--- config.mk ---
export PLATFORM = sky130hd
export DESIGN_NAME = sprite_ram_writer_flat
export DESIGN_NICKNAME = d
export VERILOG_FILES = /design/src/rtl/sprite_ram_writer_if.sv /design/src/rtl/sprite_ram_writer.sv /design/src/flat_wrapper.sv
export SDC_FILE = /design/constraint.sdc
export NUM_CORES = 1
export LEC_CHECK = 0
export CORE_MARGIN = 3
export CORE_UTILIZATION = 45
export DETAILED_ROUTE_END_ITERATION = 6
export PLACE_DENSITY = 0.75
export SYNTH_ARGS = -nofsm -noshare
export SYNTH_HDL_FRONTEND = slang
export SYNTH_SLANG_ARGS = --single-unit
--- constraint.sdc ---
create_clock -name clk -period 2.9 [get_ports clk]
set_input_delay 0.58 -clock clk [delete_from_list [all_inputs] [get_ports clk]]
set_output_delay 0.58 -clock clk [all_outputs]
set_load 0.005 [all_outputs]
--- src/rtl/sprite_ram_writer_if.sv ---
// Bundle of the command, byte-stream and RAM write-port signals of sprite_ram_writer.
// master: the requester (game logic / loader); slave: the writer itself, which
// also drives the RAM write side (we / addr_w / din) and the status flags.
interface sprite_ram_writer_if #(
    parameter int ADDR_WIDTH = 10,
    parameter int DATA_WIDTH = 2
);
    logic                  cmd_valid;
    logic                  cmd_ready;
    logic                  cmd_op;
    logic [ADDR_WIDTH-1:0] cmd_base;
    logic [ADDR_WIDTH:0]   cmd_len;
    logic [DATA_WIDTH-1:0] cmd_color;
    logic [7:0]            s_data;
    logic                  s_valid;
    logic                  s_ready;
    logic                  we;
    logic [ADDR_WIDTH-1:0] addr_w;
    logic [DATA_WIDTH-1:0] din;
    logic                  busy;
    logic                  done;

    modport master (
        output cmd_valid, cmd_op, cmd_base, cmd_len, cmd_color, s_data, s_valid,
        input  cmd_ready, s_ready, we, addr_w, din, busy, done
    );

    modport slave (
        input  cmd_valid, cmd_op, cmd_base, cmd_len, cmd_color, s_data, s_valid,
        output cmd_ready, s_ready, we, addr_w, din, busy, done
    );
endinterface

--- src/rtl/sprite_ram_writer.sv ---
// Command-driven write-port master for the dual-port sprite bitmap RAM.
// FILL writes a constant colour over an address range; LOAD unpacks a byte
// stream LSB-first into consecutive pixels. Addresses wrap modulo 2**ADDR_WIDTH.
// Optional build macro SPRITE_WR_TRANSPARENT_EN: LOAD skips (we=0) pixels of
// value 0 while still advancing address and counters.
module sprite_ram_writer #(
    parameter int ADDR_WIDTH = 10,
    parameter int DATA_WIDTH = 2
) (
    input  logic               clk,
    input  logic               reset_n,
    sprite_ram_writer_if.slave bus
);
    localparam int                  PIX_PER_BYTE = 8 / DATA_WIDTH;
    localparam logic [3:0]          PIX_LOAD     = 4'(PIX_PER_BYTE);
    localparam logic [ADDR_WIDTH:0] LEN_MAX      = {1'b1, {ADDR_WIDTH{1'b0}}};
    localparam logic [ADDR_WIDTH:0] LEN_ONE      = (ADDR_WIDTH + 1)'(1);

    typedef enum logic [2:0] {IDLE, FILL, FETCH, UNPACK, DONE} state_t;

    state_t                state, state_nx;
    logic [DATA_WIDTH-1:0] color_q, color_nx;
    logic [ADDR_WIDTH-1:0] cur_addr, cur_addr_nx;
    logic [ADDR_WIDTH:0]   remaining, remaining_nx;
    logic [3:0]            pix_cnt, pix_cnt_nx;
    logic [7:0]            shreg, shreg_nx;
    logic [ADDR_WIDTH:0]   len_clip;
    logic                  issue;
    logic                  issue_we;
    logic [DATA_WIDTH-1:0] issue_din;
    logic                  ready;

    logic                  we_q;
    logic [ADDR_WIDTH-1:0] addr_q;
    logic [DATA_WIDTH-1:0] din_q;
    logic                  done_q;

    assign len_clip = (bus.cmd_len > LEN_MAX) ? LEN_MAX : bus.cmd_len;

    // The done pulse is registered one cycle behind the DONE state, so the
    // writer stays busy (not ready) through that pulse cycle.
    assign ready         = (state == IDLE) && !done_q;
    assign bus.cmd_ready = ready;
    assign bus.busy      = !ready;
    assign bus.s_ready   = (state == FETCH);
    assign bus.we        = we_q;
    assign bus.addr_w    = addr_q;
    assign bus.din       = din_q;
    assign bus.done      = done_q;

    // State and working registers
    always_ff @(posedge clk or negedge reset_n) begin
        if (!reset_n) begin
            state     <= IDLE;
            color_q   <= '0;
            cur_addr  <= '0;
            remaining <= '0;
            pix_cnt   <= '0;
            shreg     <= '0;
        end else begin
            state     <= state_nx;
            color_q   <= color_nx;
            cur_addr  <= cur_addr_nx;
            remaining <= remaining_nx;
            pix_cnt   <= pix_cnt_nx;
            shreg     <= shreg_nx;
        end
    end

    // Next-state logic and write issue decode
    always_comb begin
        state_nx     = state;
        color_nx     = color_q;
        cur_addr_nx  = cur_addr;
        remaining_nx = remaining;
        pix_cnt_nx   = pix_cnt;
        shreg_nx     = shreg;
        issue        = 1'b0;
        issue_we     = 1'b0;
        issue_din    = color_q;
        case (state)
            IDLE: begin
                if (bus.cmd_valid && ready) begin
                    color_nx     = bus.cmd_color;
                    cur_addr_nx  = bus.cmd_base;
                    remaining_nx = len_clip;
                    if (len_clip == '0)   state_nx = DONE;
                    else if (bus.cmd_op)  state_nx = FETCH;
                    else                  state_nx = FILL;
                end
            end
            FILL: begin
                issue        = 1'b1;
                issue_we     = 1'b1;
                cur_addr_nx  = cur_addr + ADDR_WIDTH'(1);
                remaining_nx = remaining - LEN_ONE;
                if (remaining == LEN_ONE) state_nx = DONE;
            end
            FETCH: begin
                if (bus.s_valid) begin
                    shreg_nx   = bus.s_data;
                    pix_cnt_nx = PIX_LOAD;
                    state_nx   = UNPACK;
                end
            end
            UNPACK: begin
                issue     = 1'b1;
                issue_din = shreg[DATA_WIDTH-1:0];
`ifdef SPRITE_WR_TRANSPARENT_EN
                issue_we  = (shreg[DATA_WIDTH-1:0] != '0);
`else
                issue_we  = 1'b1;
`endif
                shreg_nx     = shreg >> DATA_WIDTH;
                cur_addr_nx  = cur_addr + ADDR_WIDTH'(1);
                remaining_nx = remaining - LEN_ONE;
                pix_cnt_nx   = pix_cnt - 4'd1;
                if (remaining == LEN_ONE) state_nx = DONE;
                else if (pix_cnt == 4'd1) state_nx = FETCH;
            end
            DONE: begin
                state_nx = IDLE;
            end
            default: begin
                state_nx = IDLE;
            end
        endcase
    end

    // Registered RAM write port and completion pulse
    always_ff @(posedge clk or negedge reset_n) begin
        if (!reset_n) begin
            we_q   <= 1'b0;
            addr_q <= '0;
            din_q  <= '0;
            done_q <= 1'b0;
        end else begin
            we_q   <= issue && issue_we;
            done_q <= (state == DONE);
            if (issue) begin
                addr_q <= cur_addr;
                din_q  <= issue_din;
            end
        end
    end
endmodule
--- src/flat_wrapper.sv ---
// flat-port wrapper written by rule: the top's interface ports become plain ports
module sprite_ram_writer_flat 
#(
    parameter int ADDR_WIDTH = 10,
    parameter int DATA_WIDTH = 2
)
  (clk, reset_n, bus_cmd_valid, bus_cmd_op, bus_cmd_base, bus_cmd_len, bus_cmd_color, bus_s_data, bus_s_valid, bus_cmd_ready, bus_s_ready, bus_we, bus_addr_w, bus_din, bus_busy, bus_done);
  sprite_ram_writer_if #(.ADDR_WIDTH(ADDR_WIDTH), .DATA_WIDTH(DATA_WIDTH)) bus_i ();
  input  logic clk;
  input  logic reset_n;
  input wire logic [$bits(bus_i.cmd_valid)-1:0] bus_cmd_valid;
  input wire logic [$bits(bus_i.cmd_op)-1:0] bus_cmd_op;
  input wire logic [$bits(bus_i.cmd_base)-1:0] bus_cmd_base;
  input wire logic [$bits(bus_i.cmd_len)-1:0] bus_cmd_len;
  input wire logic [$bits(bus_i.cmd_color)-1:0] bus_cmd_color;
  input wire logic [$bits(bus_i.s_data)-1:0] bus_s_data;
  input wire logic [$bits(bus_i.s_valid)-1:0] bus_s_valid;
  output wire logic [$bits(bus_i.cmd_ready)-1:0] bus_cmd_ready;
  output wire logic [$bits(bus_i.s_ready)-1:0] bus_s_ready;
  output wire logic [$bits(bus_i.we)-1:0] bus_we;
  output wire logic [$bits(bus_i.addr_w)-1:0] bus_addr_w;
  output wire logic [$bits(bus_i.din)-1:0] bus_din;
  output wire logic [$bits(bus_i.busy)-1:0] bus_busy;
  output wire logic [$bits(bus_i.done)-1:0] bus_done;
  assign bus_i.cmd_valid = bus_cmd_valid;
  assign bus_i.cmd_op = bus_cmd_op;
  assign bus_i.cmd_base = bus_cmd_base;
  assign bus_i.cmd_len = bus_cmd_len;
  assign bus_i.cmd_color = bus_cmd_color;
  assign bus_i.s_data = bus_s_data;
  assign bus_i.s_valid = bus_s_valid;
  assign bus_cmd_ready = bus_i.cmd_ready;
  assign bus_s_ready = bus_i.s_ready;
  assign bus_we = bus_i.we;
  assign bus_addr_w = bus_i.addr_w;
  assign bus_din = bus_i.din;
  assign bus_busy = bus_i.busy;
  assign bus_done = bus_i.done;
  sprite_ram_writer #(.ADDR_WIDTH(ADDR_WIDTH), .DATA_WIDTH(DATA_WIDTH)) u_core (.clk(clk), .reset_n(reset_n), .bus(bus_i));
endmodule
==> PnR_summary.wiki <==
{| class="wikitable"
! Metric !! Value
|-
| Number of H-tree branching levels || 2
|-
| Peak fanout along the critical path || 12
|-
| Maximum clock path buffer count || 2
|-
| Global routing usage summed across all routing layers || 0.185
|-
| Num Clock Sinks || 52
|-
| Length of the first detailed-routing pass in iterations || 4
|-
| Total non-filler cell area in the finished layout || 0.00334 sq mm
|-
| Crit-path slowest cell || or4_1
|-
| Count of port buffers added during placement || 52
|-
| Sequential share of power || 0.402
|-
| Detailed-route wire length per cell || 15.2 microns
|-
| Number of clock buffers inserted by TritonCTS || 5
|-
| Post-detailed-placement half-perimeter wirelength || 4470 microns
|-
| # placed instances || 403
|-
| Via count of the first global-routing pass || 2122
|-
| Internal Power || 2.07 mW
|-
| Clock root buffer master || clkbuf_8
|-
| Number of ports placed on the die boundary || 53
|-
| Post-synth net total || 328
|-
| Worst-path clk slew || 90 ps
|-
| Area share of the largest cell type after synthesis || 0.484
|-
| Worst hold margin || 208 ps
|-
| Count of hold buffers inserted by post-cts repair || 0
|-
| Hold Violations, Final || 0
|-
| Combined area of all synthesized cells || 0.00269 sq mm
|-
| Count of vias placed by the detailed router || 2293
|-
| Insertion delay to the later sink of the worst-skew pair || 300 ps
|-
| RSZ-0062 raised after global routing || false
|-
| Power per cell area || 1060 mW/mm^2
|-
| Layout cell share with drive strength beyond 1 || 0.0678
|-
| Fraction of registers with async set/reset || 1.00
|-
| Number of rows created at floorplan || 27
|-
| Result of the run || finished clean
|-
| Area growth from synthesis to layout || 24.3%
|-
| Floorplan die width || 83.3 microns
|-
| Top cells by area, synth || dfrtp_1, nand2_1, o21ai_0
|-
| Number of synthesized flops with an enable pin || 0
|-
| Slew Viols, Final || 0
|-
| First-iteration detailed-routing DRC count || 153
|-
| Post-Syn Area per Cell || 9.37 sq um
|-
| Switching share of total power || 0.414
|-
| Count of final setup violators || 0
|-
| Worst setup margin || 297 ps
|-
| Final total negative setup slack || 0 ps
|-
| Total number of yosys warnings || 0
|-
| Sequential-to-total area share from yosys stat || 0.484
|-
| Clock share of power || 0.121
|-
| Effective utilization at floorplan || 0.477
|-
| Tot Pwr || 3.54 mW
|-
| # nets final || 379
|-
| Final Wtd Congestion || 0.868
|-
| Cell Chain, Critical Path || or4_1 > inv_1 > clkdlybuf4s50_1
|-
| Worst Reg2Reg Path Length in Cells || 6
|-
| Clock skew || 3.73 ps
|-
| Leading register cell type out of synthesis || dfrtp_1
|-
| Amount of wire on met2 after detailed routing || 2950 microns
|-
| Leakage power of the design || 1.47 nW
|-
| M1 wire length || 2900 microns
|-
| DRC errors left || 0
|-
| Die Footprint || 0.00694 sq mm
|-
| Setup CP Type || register to output port
|-
| Portion of the clock cycle consumed by the worst path in the final layout || 0.898
|-
| Antenna diodes || 0
|-
| Number of antenna violations at the first check in global routing || 0
|-
| CP Capture Type || output port
|-
| Core occupancy in the finished layout || 0.593
|-
| Aggregate global routing overflow || 0
|-
| Residual antenna-violating net count after detailed routing || 0
|-
| Total length of routed wires || 6260 microns
|-
| Peak clock frequency supported by timing || 384 MHz
|-
| Die Span Y || 83.3 microns
|-
| Buffers inserted by post-CTS timing repair || 0
|-
| Maxcap violations || 0
|-
| Worst slew margin || 0.614
|-
| Cell area after placement || 0.00325 sq mm
|-
| Crit-path max cell delay || 600 ps
|-
| Net switching power || 1.47 mW
|-
| CTS tree || yes
|-
| Cell taking the most area after synthesis || dfrtp_1
|-
| Worst slack, placed || 602 ps
|-
| Maximum number of pins on one net before global-route repair || 33
|-
| Combinational Power Share || 0.477
|-
| Vias per std cell || 5.58
|-
| Highest metal used || met4
|-
| Clock period minus final worst setup slack || 2600 ps
|-
| Library cells used by synthesis || 55
|-
| Wire length of the first global-routing pass || 10500 microns
|-
| Maximum VDD drop || 0.494 mV
|-
| Worst min-delay path class || input pin to async pin
|-
| Commonest non-fill, non-tap cell in the layout || nand2_1
|-
| Slew @ Worst Pin || 578 ps
|-
| Data required time of the worst path || 2320 ps
|-
| Post-Syn Instances || 287
|-
| Non-filler cells in the finished layout || 411
|-
| Metal3 WL || 350 microns
|-
| Core Area || 0.00564 sq mm
|-
| Leading cell types in the layout, fill and taps excluded || nand2_1, dfrtp_1, clkdlybuf4s50_1
|-
| Type of origin of the critical path || register
|-
| Count of state elements after synthesis || 52
|-
| Number of gates given a new drive strength after cts || 0
|-
| Data arrival, critical path || 2020 ps
|}
## Yosys cell counts, types with 2 or more instances
| master | n |
|---|---|
| o21bai_1 | 2 |
| nor2_1 | 17 |
| nand2b_1 | 3 |
| or2_2 | 2 |
| dfrtp_1 | 52 |
| a31oi_1 | 4 |
| a21oi_1 | 10 |
| a211oi_1 | 5 |
| buf_1 | 2 |
| nand4_1 | 3 |
| nor3b_1 | 3 |
| buf_6 | 4 |
| o21ai_0 | 19 |
| buf_2 | 5 |
| a221o_1 | 4 |
| nor3_1 | 7 |
| o31ai_1 | 2 |
| o311ai_1 | 2 |
| mux2i_1 | 8 |
| a211o_1 | 3 |
| ha_1 | 5 |
| o211ai_1 | 6 |
| nand2_1 | 69 |
| nand3_1 | 5 |
| nor4_1 | 5 |
| inv_1 | 7 |
| clkbuf_1 | 3 |
| nor2b_1 | 3 |
## power by group through the flow
| stage | logic, mW | clock network [mW] | registers (mW) |
|---|---|---|---|
| floorplan | 1.20 | 0 | 1.32 |
| global placement | 1.64 | 0 | 1.42 |
| detailed placement | 1.69 | 0 | 1.43 |
| CTS | 1.70 | 0.438 | 1.42 |
| global route | 1.90 | 0.477 | 1.47 |
| finish | 1.69 | 0.428 | 1.42 |
## state kept, by name (all words and copies together), names as in the netlist
signal,flops
u_core.bus.din,2
u_core.bus.we,1
u_core.state,3
u_core.color_q,2
u_core.remaining,11
u_core.shreg,8
u_core.cur_addr,10
u_core.bus.done,1
u_core.bus.addr_w,10
u_core.pix_cnt,4
## path summary, 6_finish.rpt
kind                                   endpoint            startpoint  slack, ps
max                               bus_cmd_ready       u_core.state[1]        300
min reg2reg                u_core.bus.addr_w[1]  u_core.bus.addr_w[1]        480
max in group asynchronous    u_core.cur_addr[7]               reset_n       1920
min in group clk           u_core.bus.addr_w[1]  u_core.bus.addr_w[1]        480
min                             u_core.shreg[2]               reset_n        210
max reg2reg                 u_core.remaining[8]   u_core.remaining[1]        940
## routing by layer
layer / track usage / vias up
met4: 0.0431 / 0
met5: 0 / -
met1: 0.266 / 1093
li1: - / 1130
met3: 0.0446 / 5
met2: 0.282 / 65
## critical path, delay by kind of cell, from the launching register on
| family | cells | cell delay (ps) |
|---|---|---|
| AND/OR/NAND/NOR | 1 | 600 |
| buffers and inverters | 2 | 570 |
| flip-flops | 1 | 550 |
## final cells by class
class,instances,area [sq um]
tap,72,90.1
fill,493,2300
sequential,52,1300
clock buffer,6,82.6
timing repair buffer,58,561
clock inverter,2,10.0
multi-input combinational,214,1270
inverter,7,26.3
## cell families (layout without fill, tap and decap cells)
group / after synthesis / count (layout) / synth area share
simple gates: 130 / 130 / 0.241
compound gates: 70 / 70 / 0.176
flops: 52 / 52 / 0.484
buf+inv: 21 / 73 / 0.0428
mux: 8 / 8 / 0.0298
fa+ha+maj: 5 / 5 / 0.0233
xor+xnor: 1 / 1 / 0.00326
(Power assumes the default switching activity.)
